**config.mk**
```make
export PLATFORM = sky130hd
export DESIGN_NAME = i2s_tx
export DESIGN_NICKNAME = d
export VERILOG_FILES = /design/src/rtl/i2s_tx_pkg.sv /design/src/rtl/sample_fifo.sv /design/src/rtl/i2s_tx.sv
export SDC_FILE = /design/constraint.sdc
export NUM_CORES = 1
export LEC_CHECK = 0
export CAP_MARGIN = 20
export CORE_ASPECT_RATIO = 2
export CORE_UTILIZATION = 30
export DETAILED_ROUTE_END_ITERATION = 8
export SLEW_MARGIN = 20
export SYNTH_ARGS = -nofsm -noshare
export SYNTH_HDL_FRONTEND = slang
export SYNTH_HIERARCHICAL = 1
export SYNTH_SLANG_ARGS = --single-unit
```
**constraint.sdc**
```tcl
create_clock -name clk -period 3.5 [get_ports clk]
set_input_delay 0.7 -clock clk [delete_from_list [all_inputs] [get_ports clk]]
set_output_delay 0.7 -clock clk [all_outputs]
set_load 0.01 [all_outputs]
```
**src/rtl/i2s_tx_pkg.sv**
```systemverilog
// Shared constants and helper functions for the I2S transmit path.
package i2s_tx_pkg;

    // The MSB goes out one bit period after the word-select edge.
    localparam int unsigned I2S_DELAY = 1;

    function automatic int unsigned slot_count(input int unsigned data_width);
        return 2 * data_width;
    endfunction

    function automatic int unsigned level_width(input int unsigned depth);
        return $clog2(depth) + 1;
    endfunction

endpackage

```
**src/rtl/sample_fifo.sv**
```systemverilog
// Single-clock sample FIFO with occupancy level; a pop frees a slot for a same-cycle push.
module sample_fifo
    import i2s_tx_pkg::*;
#(
    parameter int unsigned width = 16,
    parameter int unsigned depth = 4
) (
    input  logic                            clk,
    input  logic                            reset,
    input  logic                            push,
    input  logic [width-1:0]                push_data,
    input  logic                            pop,
    output logic [width-1:0]                pop_data,
    output logic                            full,
    output logic                            empty,
    output logic [level_width(depth)-1:0]   level
);

    localparam int unsigned AW = $clog2(depth);
    localparam int unsigned LW = level_width(depth);

    logic [width-1:0] mem [depth];
    logic [AW-1:0]    wr_ptr;
    logic [AW-1:0]    rd_ptr;
    logic             pop_ok;
    logic             push_ok;

    always_comb begin
        full     = (level == LW'(depth));
        empty    = (level == '0);
        pop_ok   = pop && !empty;
        push_ok  = push && (!full || pop_ok);
        pop_data = mem[rd_ptr];
    end

    always_ff @(posedge clk) begin
        if (push_ok) begin
            mem[wr_ptr] <= push_data;
        end
    end

    always_ff @(posedge clk or negedge reset) begin
        if (!reset) begin
            wr_ptr <= '0;
            rd_ptr <= '0;
            level  <= '0;
        end else begin
            if (push_ok) wr_ptr <= wr_ptr + 1'b1;
            if (pop_ok)  rd_ptr <= rd_ptr + 1'b1;
            case ({push_ok, pop_ok})
                2'b10:   level <= level + 1'b1;
                2'b01:   level <= level - 1'b1;
                default: level <= level;
            endcase
        end
    end

endmodule

```
**src/rtl/i2s_tx.sv**
```systemverilog
// I2S stereo serialiser: buffers mixer samples and sends each one on both slots.
module i2s_tx
    import i2s_tx_pkg::*;
#(
    parameter int unsigned data_width = 16,
    parameter int unsigned bclk_div   = 8,
    parameter int unsigned fifo_depth = 4
) (
    input  logic                                 clk,
    input  logic                                 reset,
    input  logic [data_width-1:0]                sample_in,
    input  logic                                 sample_in_valid,
    output logic                                 bclk,
    output logic                                 lrclk,
    output logic                                 sdata,
    output logic                                 frame_start,
    output logic [level_width(fifo_depth)-1:0]   fifo_level,
    output logic                                 underflow,
    output logic                                 overflow
);

    localparam int unsigned SLOTS = slot_count(data_width);
    localparam int unsigned SW    = $clog2(SLOTS);
    localparam int unsigned DIVW  = $clog2(bclk_div);

    logic [DIVW-1:0]       div_cnt;
    logic [SW-1:0]         slot;
    logic [SW-1:0]         slot_nxt;
    logic [data_width-1:0] shreg;
    logic [data_width-1:0] frame_word;
    logic [data_width-1:0] fifo_data;
    logic                  fifo_full;
    logic                  fifo_empty;
    logic                  div_wrap;
    logic                  fall_evt;
    logic                  frame_pop;
    logic                  load;

    always_comb begin
        div_wrap  = (div_cnt == DIVW'(bclk_div - 1));
        fall_evt  = div_wrap && bclk;
        slot_nxt  = (slot == SW'(SLOTS - 1)) ? '0 : slot + 1'b1;
        frame_pop = fall_evt && (slot_nxt == '0);
        load      = (slot_nxt == SW'(I2S_DELAY)) ||
                    (slot_nxt == SW'(data_width + I2S_DELAY));
    end

    sample_fifo #(
        .width (data_width),
        .depth (fifo_depth)
    ) u_fifo (
        .clk       (clk),
        .reset     (reset),
        .push      (sample_in_valid),
        .push_data (sample_in),
        .pop       (frame_pop),
        .pop_data  (fifo_data),
        .full      (fifo_full),
        .empty     (fifo_empty),
        .level     (fifo_level)
    );

    always_ff @(posedge clk or negedge reset) begin
        if (!reset) begin
            div_cnt     <= '0;
            bclk        <= 1'b0;
            lrclk       <= 1'b0;
            sdata       <= 1'b0;
            slot        <= SW'(SLOTS - 1);
            shreg       <= '0;
            frame_word  <= '0;
            frame_start <= 1'b0;
            underflow   <= 1'b0;
            overflow    <= 1'b0;
        end else begin
            frame_start <= frame_pop;

            if (div_wrap) begin
                div_cnt <= '0;
                bclk    <= ~bclk;
            end else begin
                div_cnt <= div_cnt + 1'b1;
            end

            if (fall_evt) begin
                slot  <= slot_nxt;
                lrclk <= (slot_nxt >= SW'(data_width));
                // A load slot sends the new word's MSB straight away and keeps the rest queued.
                if (load) begin
                    sdata <= frame_word[data_width-1];
                    shreg <= {frame_word[data_width-2:0], 1'b0};
                end else begin
                    sdata <= shreg[data_width-1];
                    shreg <= {shreg[data_width-2:0], 1'b0};
                end
            end

            if (frame_pop) begin
                frame_word <= fifo_empty ? '0 : fifo_data;
                if (fifo_empty) underflow <= 1'b1;
            end

            if (sample_in_valid && fifo_full && !frame_pop) begin
                overflow <= 1'b1;
            end
        end
    end

endmodule

```
==> impl_metrics.csv, run 1 <==
group,metric,value,unit
status,run_status,"finished clean",
pwr,pwr-share-seq,43.8,%
pwr,total_power,3.93,mW
clocking,root_buffer,"clkbuf_16",
sta,hold_viol,0,
worst_hold_path,holdCritPathClass,"in2async",
clocking,hold_buffers,0,
floorplanning,core-area,15900,sq um
clocking,h-tree-depth,4,
clocking,postCtsSetupBuffers,0,
clocking,clock_path_buffers,2,
detailed_routing,ant_nets,0,
sta,drv_slew,0,
pwr,pwr_density_cell,652,nW/um^2
logic_synthesis,synth_ff_type,"edfxtp_1",
logic_synthesis,ys_ff_latch,116,
placed_design,dpl_cell_area,5410,sq um
placed_design,place_inst,536,
pwr,combPwrFrac,11.4,%
cells_and_area,postLayoutCellArea,6020,sq um
setup_path,cp.required,3.83,ns
grt,grt_max_degree,35,
sta,setup_ws,0.479,ns
logic_synthesis,syn_avg_cell_area,15.5,sq um
pwr,p_int,2.97,mW
sta,final.setup.tns,0,ns
floorplanning,die_area,17000,sq um
logic_synthesis,yosys.area.top_type,"edfxtp_1",
logic_synthesis,yosys-top-cells-area,"edfxtp_1, dfrtp_1, mux4_2",
logic_synthesis,synth_top_area_share,39.0,%
logic_synthesis,synth_area,4920,sq um
setup_path,worstPathMaxFanout,7,
logic_synthesis,synth_nets,349,
clocking,cts.sinks,116,
setup_path,startpoint_type,"register",
clocking,insertion_delay,0.41,ns
logic_synthesis,synth_cell_type_count,41,
pwr,p_leak,2.31,nW
detailed_routing,first_pass_iters,4,
placed_design,dp_hpwl,6050,um
grt,track_usage,11.6,%
sta,period_minus_slack,3.02,ns
floorplanning,rows,65,
grt,grt.overflow.total,0,
pwr,p_switching,0.953,mW
sta,holdWs,0.334,ns
placed_design,place.gp.congestion,0.732,
setup_path,cp.arrival,3.35,ns
setup_path,cp-end-kind,"register",
grt,grt_pass1_vias,2979,
pwr,swShare,24.3,%
floorplanning,start_util,30.9,%
sta,rsz0062_at_grt,"no",
placed_design,place_ws,0.469,ns
cells_and_area,final_util,37.8,%
flow_run,cap_violations,0,
detailed_routing,vias_per_cell,4.74,
sta,worst_pin_slew,0.801,ns
detailed_routing,drt-wirelength-per-cell,15.5,um
sta,fin_skew,0.00607,ns
sta,period_share,86.3,%
logic_synthesis,ys_seq_area_share,65.6,%
pwr,ir_worst_vdd,0.510,mV
floorplanning,die_w,92.6,um
clocking,cts_tree,"yes",
cells_and_area,nets,385,
clocking,path_clk_slew,0.05,ns
detailed_routing,drt-total-wl,8810,um
detailed_routing,drc,0,
floorplanning,die_y,183,um
logic_synthesis,netlist_instances,318,
floorplanning,ioPinCount,28,
clocking,cts_resized,0,
sta,max_slew_margin,46.6,%
detailed_routing,num_vias,2691,
grt,grt_pass1_wl,14900,um
detailed_routing,initialDrtViolationCount,144,
clocking,cts_buffers,17,
cells_and_area,final_cells,568,
grt,antenna_found_initial,0,
placed_design,numPortBuffers,27,
logic_synthesis,synth-async-reset-ratio,44.8,%
logic_synthesis,synth_edf_count,64,
logic_synthesis,ys_warn_count,6,
sta,setup_viol,0,
cells_and_area,layout-drive-gt1-share,24.8,%
setup_path,path_class,"reg2reg",
pwr,pwr-share-clk,44.8,%
cells_and_area,n_antenna_cell,0,
sta,max_freq,0.331,GHz
cells_and_area,areaGrowthSynthToFinish,22.3,%
layer usage:
layer / vias up / GRT usage [%] / routed length, um
met5: - / 0 / 0
met4: 0 / 7.94 / 302
met3: 20 / 2.45 / 199
met2: 42 / 21.7 / 5170
met1: 1372 / 10.9 / 3140
li1: 1257 / - / -
path summary, 6_finish.rpt:
check	endpoint	slack, ns	startpoint	depth (start not counted)
setup / recovery	u_fifo/level[2]$_DFFE_PN0P_	0.48	slot[0]$_DFFE_PN1P_	13
hold / removal	frame_start$_DFF_PN0_	0.33	reset	1
setup reg to reg	u_fifo/level[2]$_DFFE_PN0P_	0.48	slot[0]$_DFFE_PN1P_	13
hold reg to reg	div_cnt[0]$_DFF_PN0_	0.45	div_cnt[0]$_DFF_PN0_	1
max in group asynchronous	underflow$_DFFE_PN0P_	2.51	reset	2
min in group clk	div_cnt[0]$_DFF_PN0_	0.45	div_cnt[0]$_DFF_PN0_	1
power groups by stage:
stage | combinational, mW | sequential [mW] | clock [mW]
2_1_floorplan | 0.264 | 1.73 | 0
3_3_place_gp | 0.450 | 1.74 | 0
3_5_place_dp | 0.461 | 1.75 | 0
4_1_cts | 0.463 | 1.72 | 1.80
5_1_grt | 0.504 | 1.74 | 1.84
6_report | 0.448 | 1.72 | 1.76
synth_stat cells, types with 8 or more instances:
| master | number |
|---|---|
| clkbuf_1 | 11 |
| dfrtp_1 | 47 |
| edfxtp_1 | 64 |
| ha_1 | 11 |
| inv_1 | 11 |
| mux2_2 | 10 |
| mux2_4 | 8 |
| mux4_2 | 16 |
| nand2_1 | 40 |
| nor2b_1 | 16 |
| o2111ai_1 | 15 |
| o211ai_1 | 15 |
sequential cells by signal, indices dropped and copies added, names as in the netlist, 2 cells and up:
signal         count
u_fifo/wr_ptr      2
u_fifo/rd_ptr      2
u_fifo/level       3
div_cnt            3
shreg             15
slot               5
frame_word        16
u_fifo/mem        64
layout by cell type (no fill, tap or decap), drive strengths merged, types with 4 or more instances in the layout:
master,Yosys,final
clkinv,0,5
o21ai,6,6
mux2,18,18
ha,11,11
inv,11,14
o211ai,15,15
xor2,4,4
edfxtp,64,64
nor2b,16,16
o2111ai,15,15
clkinvlp,0,4
clkbuf,11,17
clkdlybuf4s50,0,26
nand2,40,40
and2,6,6
nor2,4,4
mux4,16,16
dfrtp,47,47
dfstp,5,5
buf,7,9
layout make-up:
type	count	area [sq um]
Multi-Input combinational cell	173	1570
Fill cell	1530	9920
Timing Repair Buffer	35	325
Inverter	11	41.3
Sequential cell	116	3230
Tap cell	201	251
Clock inverter	15	180
Clock buffer	17	425
worst max-delay path, cell delays in order (launching register included):
cell	delay [ns]
dfstp_2	0.59
ha_1	0.25
and3_1	0.19
ha_1	0.26
nor3b_2	0.26
o21ai_4	0.08
inv_1	0.11
o31a_2	0.18
ha_1	0.18
inv_1	0.06
fa_1	0.37
xor2_1	0.15
nor2_1	0.11
xor2_1	0.16
logic make-up after synthesis:
logic type                 synth area share (%)
muxes                                      12.2
buffers and inverters                      2.72
xor gates and xnor gates                   1.24
and+or+nand+nor                            7.77
AOI/OAI and AO/OA                          7.24
adders and majority gates                  3.20
DFF                                        65.6
Note: power is estimated with default switching activity, not from simulation.
==> inputs of run 2 (changes only) <==
CTS_CLUSTER_DIAMETER = 100   (was not set)
==> results of run 2 <==
No change in the layout: final DEF, timing and power equal those of run 1.
==> inputs of run 3 (changes only) <==
CAP_MARGIN = not set   (was 20)
CELL_PAD_IN_SITES_DETAIL_PLACEMENT = 2   (was not set)
CELL_PAD_IN_SITES_GLOBAL_PLACEMENT = 2   (was not set)
PLACE_DENSITY_LB_ADDON = 0.1   (was not set)
==> run 3 against run 2 <==
  * Final area grew 0.15%
  * Register-to-register slack gained 0.05 ns
  * First-iteration DRC count shrank 58%
  * Largest power group unchanged
==> impl_metrics.csv, run 3 (synthesis gave the netlist of run 1 again) <==
group,metric,value,unit
pwr,p_int,3.09,mW
setup_path,cp.arrival,3.31,ns
placed_design,dpl_cell_area,5410,sq um
cells_and_area,postLayoutCellArea,6030,sq um
floorplanning,rows,65,
sta,period_share,85.0,%
flow_run,cap_violations,0,
sta,max_slew_margin,43.9,%
cells_and_area,largest_reg_flops,64,
cells_and_area,top_regs,"u_fifo/mem x64, frame_word x16, shreg x15",
clocking,postCtsSetupBuffers,0,
cells_and_area,areaGrowthSynthToFinish,22.4,%
setup_path,cp.required,3.83,ns
detailed_routing,drt-total-wl,9920,um
cells_and_area,nets,385,
pwr,pwr-share-seq,43.0,%
grt,grt.overflow.total,0,
sta,setup_viol,0,
floorplanning,die_w,92.6,um
detailed_routing,wl_met2,5600,um
placed_design,place_ws,0.498,ns
cells_and_area,layout-drive-gt1-share,24.2,%
detailed_routing,num_vias,2732,
detailed_routing,ant_nets,0,
floorplanning,die_area,17000,sq um
detailed_routing,met3_length,235,um
cells_and_area,layout_commonest_cell,"edfxtp_1",
sta,period_minus_slack,2.98,ns
status,run_status,"finished clean",
sta,hold_viol,0,
placed_design,numPortBuffers,27,
grt,track_usage,13.5,%
detailed_routing,maxUsedRoutingLayer,"met4",
setup_path,startpoint,"slot[0]$_DFFE_PN1P_",
cells_and_area,regMostFlops,"u_fifo/mem",
setup_path,path_class,"reg2reg",
sta,setup_ws,0.524,ns
sta,fin_skew,0.00985,ns
sta,rsz0062_at_grt,"no",
sta,drv_slew,0,
detailed_routing,drc,0,
setup_path,cp-end-kind,"register",
pwr,swShare,22.7,%
setup_path,startpoint_type,"register",
pwr,ir_worst_vdd,0.498,mV
cells_and_area,layout_common_cells,"edfxtp_1, dfrtp_1, nand2_1",
clocking,cts_resized,0,
detailed_routing,first_pass_iters,4,
sta,final.setup.tns,0,ns
floorplanning,core-area,15900,sq um
sta,holdWs,0.398,ns
sta,worst_pin_slew,0.842,ns
pwr,p_leak,2.33,nW
placed_design,place.gp.congestion,0.717,
pwr,combPwrFrac,11.3,%
detailed_routing,m1WireLength,3850,um
grt,antenna_found_initial,0,
placed_design,dp_hpwl,6770,um
clocking,hold_buffers,0,
clocking,cts.sinks,116,
floorplanning,start_util,30.9,%
pwr,pwr_density_cell,664,nW/um^2
floorplanning,ioPinCount,28,
grt,grt_pass1_wl,16800,um
clocking,path_clk_slew,0.06,ns
cells_and_area,n_antenna_cell,0,
pwr,pwr-share-clk,45.7,%
clocking,cts_tree,"yes",
clocking,clock_path_buffers,2,
clocking,cts_buffers,17,
grt,grt_pass1_vias,3111,
detailed_routing,drt-wirelength-per-cell,17.6,um
floorplanning,die_y,183,um
clocking,h-tree-depth,4,
clocking,root_buffer,"clkbuf_16",
detailed_routing,vias_per_cell,4.84,
sta,max_freq,0.336,GHz
grt,grt_max_degree,37,
clocking,insertion_delay,0.41,ns
worst_hold_path,holdCritPathClass,"in2async",
pwr,p_switching,0.909,mW
setup_path,worstPathMaxFanout,7,
cells_and_area,final_util,37.8,%
setup_path,timing.rr.start,"slot[0]$_DFFE_PN1P_",
detailed_routing,initialDrtViolationCount,61,
## run 3: path summary, 6_finish.rpt
kind | end | slack, ns | depth (start not counted)
min in group clk | div_cnt[0]$_DFF_PN0_ | 0.44 | 1
setup reg to reg | u_fifo/level[2]$_DFFE_PN0P_ | 0.52 | 13
hold / removal | shreg[11]$_DFFE_PN0P_ | 0.40 | 1
max in group asynchronous | slot[4]$_DFFE_PN1P_ | 2.29 | 2
hold reg to reg | div_cnt[0]$_DFF_PN0_ | 0.44 | 1
setup / recovery | u_fifo/level[2]$_DFFE_PN0P_ | 0.52 | 13
## run 3: metrics by stage
stage	instances	power, mW
final	565	4.00
after global routing	565	4.18
after CTS	565	4.10
after detailed placement	536	2.23
after global placement	536	2.21
after floorplan	318	2.00
## run 3: cell type report
type | instances | area, sq um
Inverter | 11 | 41.3
Timing Repair Buffer | 35 | 325
Sequential cell | 116 | 3230
Clock inverter | 11 | 186
Clock buffer | 18 | 429
Multi-Input combinational cell | 173 | 1570
Fill cell | 1631 | 9910
Tap cell | 201 | 251
## run 3: power groups by stage
stage	clock network, mW	logic (mW)	registers, mW
final	1.83	0.452	1.72
after global routing	1.93	0.510	1.74
after CTS	1.89	0.479	1.73
after detailed placement	0	0.476	1.75
after global placement	0	0.470	1.74
after floorplan	0	0.264	1.73
## run 3: routing by layer
layer / vias to the layer above / global-route usage, %
met3: 17 / 3.61
met5: - / 0
met4: 0 / 6.81
met1: 1425 / 14.1
met2: 36 / 24.3
li1: 1254 / -
## run 3: worst max-delay path: stages (launching register included)
cell and delay, ns:
dfstp_2 0.59, ha_1 0.24, and3_1 0.18, ha_1 0.24, nor3b_2 0.25, o21ai_4 0.09, inv_1 0.11, o31a_2 0.19
ha_1 0.19, inv_1 0.06, fa_1 0.37, xor2_1 0.15, nor2_1 0.11, xor2_1 0.15
